--- src/rtl/register_bank_arbiter.sv ---
// Round-robin write arbiter and clear sequencer for a file of DEPTH registers.
// Grants one requester per cycle onto the shared registered write path, or zeroes every register in turn.
module register_bank_arbiter #(
  parameter int WIDTH   = 8,
  parameter int NUM_REQ = 4,
  parameter int DEPTH   = 4,
  localparam int ADDR_W = $clog2(DEPTH),
  localparam int ID_W   = $clog2(NUM_REQ)
) (
  input  logic                      clk,
  input  logic                      rst,
  input  logic [NUM_REQ-1:0]        req_valid,
  input  logic [NUM_REQ*ADDR_W-1:0] req_addr,
  input  logic [NUM_REQ*WIDTH-1:0]  req_data,
  output logic [NUM_REQ-1:0]        req_ready,
  input  logic                      clr_start,
  output logic                      clr_busy,
  output logic [DEPTH-1:0]          bank_wr_en,
  output logic [WIDTH-1:0]          bank_in,
  output logic [ID_W-1:0]           last_grant
);

  typedef enum logic {ARB, CLEAR} state_t;

  state_t            state_reg, state_next;
  logic [ID_W-1:0]   ptr_reg, ptr_next;
  logic [ADDR_W-1:0] cnt_reg, cnt_next;
  logic [DEPTH-1:0]  wr_en_reg, wr_en_next;
  logic [WIDTH-1:0]  in_reg, in_next;
  logic [ID_W-1:0]   last_grant_reg, last_grant_next;
  logic              busy_reg, busy_next;

  logic                 grant_any;
  logic [ID_W-1:0]      grant_id;
  logic [2*NUM_REQ-1:0] valid_dbl;
  logic [2*NUM_REQ-1:0] valid_rot;
  logic [ADDR_W-1:0]    sel_addr;
  logic [WIDTH-1:0]     sel_data;
  int                   sum;

  // Rotating a doubled copy of req_valid by ptr puts the highest-priority requester at bit 0.
  assign valid_dbl = {req_valid, req_valid};
  assign valid_rot = valid_dbl >> ptr_reg;

  always_comb begin
    grant_any = 1'b0;
    grant_id  = '0;
    sum       = 0;
    if (state_reg == ARB && !clr_start && !rst) begin
      for (int k = 0; k < NUM_REQ; k++) begin
        if (!grant_any && valid_rot[k]) begin
          grant_any = 1'b1;
          sum       = int'(ptr_reg) + k;
          if (sum >= NUM_REQ) sum = sum - NUM_REQ;
          grant_id  = ID_W'(sum);
        end
      end
    end
  end

  always_comb begin
    req_ready = '0;
    sel_addr  = '0;
    sel_data  = '0;
    for (int i = 0; i < NUM_REQ; i++) begin
      if (grant_any && grant_id == ID_W'(i)) begin
        req_ready[i] = 1'b1;
        sel_addr     = req_addr[i*ADDR_W +: ADDR_W];
        sel_data     = req_data[i*WIDTH +: WIDTH];
      end
    end
  end

  always_comb begin
    state_next      = state_reg;
    ptr_next        = ptr_reg;
    cnt_next        = cnt_reg;
    wr_en_next      = '0;
    in_next         = '0;
    last_grant_next = last_grant_reg;
    busy_next       = 1'b0;
    case (state_reg)
      ARB: begin
        if (clr_start) begin
          state_next    = CLEAR;
          wr_en_next[0] = 1'b1;
          busy_next     = 1'b1;
          cnt_next      = ADDR_W'(1);
        end else if (grant_any) begin
          // Out-of-range addresses decode to no enable, so the write is silently dropped.
          for (int d = 0; d < DEPTH; d++)
            wr_en_next[d] = (sel_addr == ADDR_W'(d));
          in_next         = sel_data;
          last_grant_next = grant_id;
          ptr_next        = (int'(grant_id) == NUM_REQ-1) ? '0 : grant_id + 1'b1;
        end
      end
      CLEAR: begin
        for (int d = 0; d < DEPTH; d++)
          wr_en_next[d] = (cnt_reg == ADDR_W'(d));
        busy_next = 1'b1;
        // Return to ARB as the last clear write issues so a grant can follow with no bubble.
        if (cnt_reg == ADDR_W'(DEPTH-1)) begin
          state_next = ARB;
          cnt_next   = '0;
        end else begin
          cnt_next = cnt_reg + 1'b1;
        end
      end
      default: state_next = ARB;
    endcase
  end

  always_ff @(posedge clk) begin
    if (rst) begin
      state_reg      <= ARB;
      ptr_reg        <= '0;
      cnt_reg        <= '0;
      wr_en_reg      <= '0;
      in_reg         <= '0;
      last_grant_reg <= '0;
      busy_reg       <= 1'b0;
    end else begin
      state_reg      <= state_next;
      ptr_reg        <= ptr_next;
      cnt_reg        <= cnt_next;
      wr_en_reg      <= wr_en_next;
      in_reg         <= in_next;
      last_grant_reg <= last_grant_next;
      busy_reg       <= busy_next;
    end
  end

  assign bank_wr_en = wr_en_reg;
  assign bank_in    = in_reg;
  assign last_grant = last_grant_reg;
  assign clr_busy   = busy_reg;

endmodule

--- config.mk ---
export PLATFORM = sky130hd
export DESIGN_NAME = register_bank_arbiter
export DESIGN_NICKNAME = d
export VERILOG_FILES = /design/src/rtl/register_bank_arbiter.sv
export SDC_FILE = /design/constraint.sdc
export NUM_CORES = 1
export LEC_CHECK = 0
export CAP_MARGIN = 20
export CORE_MARGIN = 10
export CORE_UTILIZATION = 40
export DETAILED_ROUTE_END_ITERATION = 16
export PLACE_DENSITY = 0.8
export SLEW_MARGIN = 30
export SYNTH_ARGS = -nofsm -noshare
export SYNTH_HDL_FRONTEND = slang
export SYNTH_SLANG_ARGS = --single-unit
--- constraint.sdc ---
create_clock -name clk -period 4.03 [get_ports clk]
set_input_delay 1.0075 -clock clk [delete_from_list [all_inputs] [get_ports clk]]
set_output_delay 1.0075 -clock clk [all_outputs]
set_load 0.005 [all_outputs]
Yosys cells after proc, flatten, opt, wreduce, memory -nomap -nowiden
Cells that the tools add are included.

word-level totals
  bits in registers = 20
  output and inout port bits = 19

operators by class
  add/subtract/negate cells = 9
  order comparisons = 4
  eq/ne operators = 11
  shifts and indexed selects = 1
  mux-type cells = 41
  bitwise logic cells = 3
  reduce and logical (&&, ||, !) cells = 19

operators by type and width
  operator                                                                count
  2-bit 2-to-1 mux                                                        16
  8-bit 2-to-1 mux                                                        4
  1-bit 2-to-1 mux                                                        15
  2-bit == test (second input constant)                                   6
  3-bit >= comparator (second input constant)                             3
  1-bit logical AND                                                       9
  2-bit by 1-bit == test with 1-bit output (second input constant)        4
  4-bit case mux with 2 select lines                                      1
  8-bit by 2-bit right shift with 4-bit output                            1
  2-bit by 1-bit subtractor with 2-bit output (second input constant)     4
  2-bit by 2-bit adder with 3-bit output (second input constant)          2
  2-bit logical NOT                                                       3
  1-bit logical NOT                                                       5
  2-bit by 1-bit adder with 2-bit output (second input constant)          2
  4-bit 2-to-1 mux                                                        1
  1-bit case mux with 2 select lines                                      2
  2-bit case mux with 2 select lines                                      1
  4-bit OR reduction                                                      1
  2-bit by 1-bit adder with 3-bit output (second input constant)          1
  2-bit by 3-bit >= comparator with 1-bit output (second input constant)  1
  3-bit 2-to-1 mux                                                        1
  1-bit inverter                                                          3
  3-bit AND reduction                                                     1
  2-bit inequality test (second input constant)                           1

Logic depth before layout (Yosys ltp)
  depth in word-level cells = 26
  depth in mapped cells = 12

Least setup slack after synthesis
Ideal clock, no wire load.

  path type = input-to-output
  from = in req_valid[0]
  to = out req_ready[3]
  arrival = 2,586 ps
  required time = 3,023 ps
  setup slack = 436 ps
  stages = 9
  buffers on the path = 3
  cells stage by stage = buf_6 > nand2b_1 > a221oi_1 > o211ai_1 > inv_1 > ha_1 > clkbuf_8 > clkbuf_1 > and2_1

on the way
  cells in the longest elaborated chain, start to end = 18
  elaborated cells between the ends (all ways) = 23

RTL lines
  item                                            RTL line  source
  from (decl)                                     12        input logic [NUM_REQ-1:0] req_valid,
  8-bit by 2-bit right shift with 4-bit output *  43        assign valid_rot = valid_dbl >> ptr_reg;
  1-bit 2-to-1 mux                                51        if (!grant_any && valid_rot[k]) begin
  1-bit 2-to-1 mux                                49        if (state_reg == ARB && !clr_start && !rst) begin
  1-bit logical NOT                               51
  1-bit logical AND                               51
  1-bit 2-to-1 mux                                51
  1-bit 2-to-1 mux                                49
  1-bit logical NOT                               51
  (+3 left out)                                   n/a
  1-bit logical NOT                               51
  1-bit logical AND                               51
  2-bit 2-to-1 mux *                              51
  2-bit 2-to-1 mux *                              49
  via grant_id[1]                                 34        logic [ID_W-1:0] grant_id;
  2-bit == test *                                 66        if (grant_any && grant_id == ID_W'(i)) begin
  1-bit logical AND *                             66
  1-bit 2-to-1 mux *                              66
  to (decl)                                       15        output logic [NUM_REQ-1:0] req_ready,

Mark *: on every way through the listed nets, which the timed path passes. The rest lies on a longest branch. The select of a mux whose other input is x is not followed.

Worst setup path after layout
  from = in clr_start
  to = out req_ready[2]

on the way
  cells in the longest elaborated chain, start to end = 7
  elaborated cells between the ends (all ways) = 8

RTL lines
  item                             RTL line  source
  from (decl)                      16        input logic clr_start,
  1-bit logical NOT                49
  1-bit logical AND (2 in series)  49
  2-bit 2-to-1 mux                 49
  via grant_id[1]                  34
  2-bit == test                    66
  1-bit logical AND                66
  1-bit 2-to-1 mux                 66

The timed path passes the listed nets, and every way through them passes these cells.

==> out/qor.txt <==
Status - completed
Sw frac - 0.259
Internal - 0.352 mW
Cell Rows - 20
Met2 global-route usage - 0.238
Die height - 77.6 microns
Gr busiest metal - met2
Placed Instance Area - 0.00204 sq mm
GR Overflow Total - 0
Ports - 66
Crit. End Element - primary output
Slew Limit Fails - 0
R2r setup slk - 1.55 ns
Post-Route WL - 4030 microns
Initial antenna violation count - 0
Sink Count - 20
IO Port Bufs - 65
Max VDD drop - 204 uV
Largest delay share family, worst path - buffers and inverters
Synth area leaders - dfxtp_1, a21oi_1, ha_1
Clock power frac - 0.244
DRT Pass-1 Iters - 4
Htree depth - 1
First-pass GRT wire length - 6270 microns
Worst EP required - 3.02 ns
Pwr per Cell Area - 229 mW/mm^2
Number of synthesized flops with an enable pin - 0
CTS root buffer - clkbuf_4
Worst Tran Pin Value - 0.783 ns
Comb power frac - 0.299
Seq/Total Area, Yosys - 0.302
Synth top cells by count - a21oi_1, dfxtp_1, inv_1, nand2_1, nor2_1
CP Cell Sequence - clkdlybuf4s50_1 > nor3_4 > o211ai_1 > inv_1 > ha_1 > and2_1 > clkdlybuf4s50_1
CTS buffer count - 3
WS Path Type - in -> out
Post-route clock period utilization - 0.959
Final-report hold violation count - 0
CP Launch Type - input pin
GPL Wtd Cong - 0.786
Delay of the slowest critical-path stage - 0.49 ns
Max reg flops - 8
M1 GR Usage - 0.126
Finished Cell Area - 0.00207 sq mm
Mapped Avg Cell Area - 8.19 sq um
Pin count of the biggest net entering global routing - 23
CP Buf/Inv Count - 3
Synth unique cells - 39
Total Power - 0.475 mW
Setup Skew - 0.00224 ns
Initial DRC Count - 57
Gr usage total - 0.127
Maximum root-to-sink buffer count - 2
Net count after synthesis - 217
Initial Util - 0.427
Final hold slack - 0.461 ns
Crit-path max FO - 4
Number of global-route vias before repair - 1,287
Post-DP HPWL - 3330 microns
HP Class - reg -> reg
Drt drc - 0
Async SR Flop Fraction - 0
Endpoints failing setup - 0
# diodes - 0
Seq pwr share - 0.457
Highest clock rate - 259 MHz
Flop and latch count out of synthesis - 20
Leak - 0.887 nW
Max Cap Viol - 0
DIE AREA - 0.00602 sq mm
Yosys warns - 0
Slowest CP cell - clkdlybuf4s50_1
Synth top area share - 0.302
Layout Nets - 290
Post-Syn Area - 0.00133 sq mm
Vias - 1,373
Antenna-violating nets left - 0
Layout cells sized above 1 - 0.115
Core area - 0.00310 sq mm
Net switching power - 0.123 mW
Syn Inst Count - 162
Count leader, synth - a21oi_1
Area grow syn2layout - 55.9%
Die Width - 77.6 microns
Top cell by count, worst path - clkdlybuf4s50_1
Met3 Use GR - 0.0415
Via/cell ratio - 4.94
Clock transition at path regs - 0.11 ns
Crit path DAT - 2.86 ns
Clock Latency Late Sink - 0.30 ns
Unrepaired setup endpoints after global routing - false
Max-slew headroom - 0.476
Post-CTS setup repair buffer count - 0
TritonCTS clock tree - built
Routed wire per std cell - 14.5 microns
Min Tclk post-route - 3.86 ns
Yosys top cell by area - dfxtp_1
Top_reg_cell synth - dfxtp_1
metrics by stage:
stage | instances | setup slack [ns] | util | TNS [ns]
floorplan | 162 | 0.436 | - | 0
global placement | 274 | -0.147 | 0.658 | -0.512
detailed placement | 274 | -0.172 | 0.658 | -0.601
CTS | 278 | 0.103 | 0.668 | 0
global route | 278 | 0.0132 | 0.667 | 0
finish | 278 | 0.166 | 0.667 | 0
cells by family (layout without fill, tap and decap cells):
kind of cell	Yosys count	after routing	share of synthesized area
AOI/OAI and AO/OA	58	58	0.314
and+or+nand+nor	47	47	0.185
buffers and inverters	29	101	0.124
DFF	20	20	0.302
adders and majority gates	8	8	0.0755
worst paths after layout:
path / end / depth (start not counted) / start
worst max-delay path: req_ready[2] / 7 / clr_start
worst min-delay path: last_grant[0]$_SDFFE_PP0P_ / 2 / last_grant[0]$_SDFFE_PP0P_
worst max register to register: bank_wr_en[0]$_SDFF_PP0_ / 10 / ptr_reg[0]$_SDFFE_PP0P_
worst min register to register: last_grant[0]$_SDFFE_PP0P_ / 2 / last_grant[0]$_SDFFE_PP0P_
cell type report:
class | instances | area (sq um)
inverters | 18 | 67.6
flip-flops and latches | 20 | 400
fillers | 297 | 1030
well taps | 44 | 55.1
multi-input cells | 113 | 762
repair buffers | 79 | 747
clock buffers | 4 | 36.3
power by group through the flow:
| stage | registers (mW) | clock network [mW] | logic (mW) |
|---|---|---|---|
| floorplan | 0.220 | 0 | 0.0645 |
| global placement | 0.221 | 0 | 0.143 |
| detailed placement | 0.221 | 0 | 0.145 |
| CTS | 0.217 | 0.121 | 0.144 |
| global route | 0.218 | 0.129 | 0.156 |
| finish | 0.217 | 0.116 | 0.142 |
timing repair:
item	CTS	global route
endpoints found under the setup margin	4	1
hold buffers	0	0
hold endpoints to repair	0	0
resized for setup	4	2
pin swaps	1	1
cell usage in the layout, fill, tap and decap left out, types with 5 or more instances in the layout:
cell / synthesis / final
inv_1: 18 / 18
nor2_1: 14 / 14
ha_1: 8 / 8
o21ai_0: 10 / 10
clkdlybuf4s50_1: 0 / 61
dfxtp_1: 20 / 20
nand2_1: 15 / 15
and2_1: 5 / 5
a21oi_1: 21 / 21
buf_4: 1 / 14
a22oi_1: 7 / 7
tightest hold or removal path, cell delays in order (launching register included):
cell	delay, ns
dfxtp_1	0.32
nand2_1	0.05
a21oi_1	0.05
routing by layer:
metal / up-vias / wire length, microns
li1: 711 / -
met1: 628 / 1500
met2: 28 / 2220
met3: 6 / 247
met4: 0 / 65
met5: - / 0
Power figures use the tool's default switching activity.
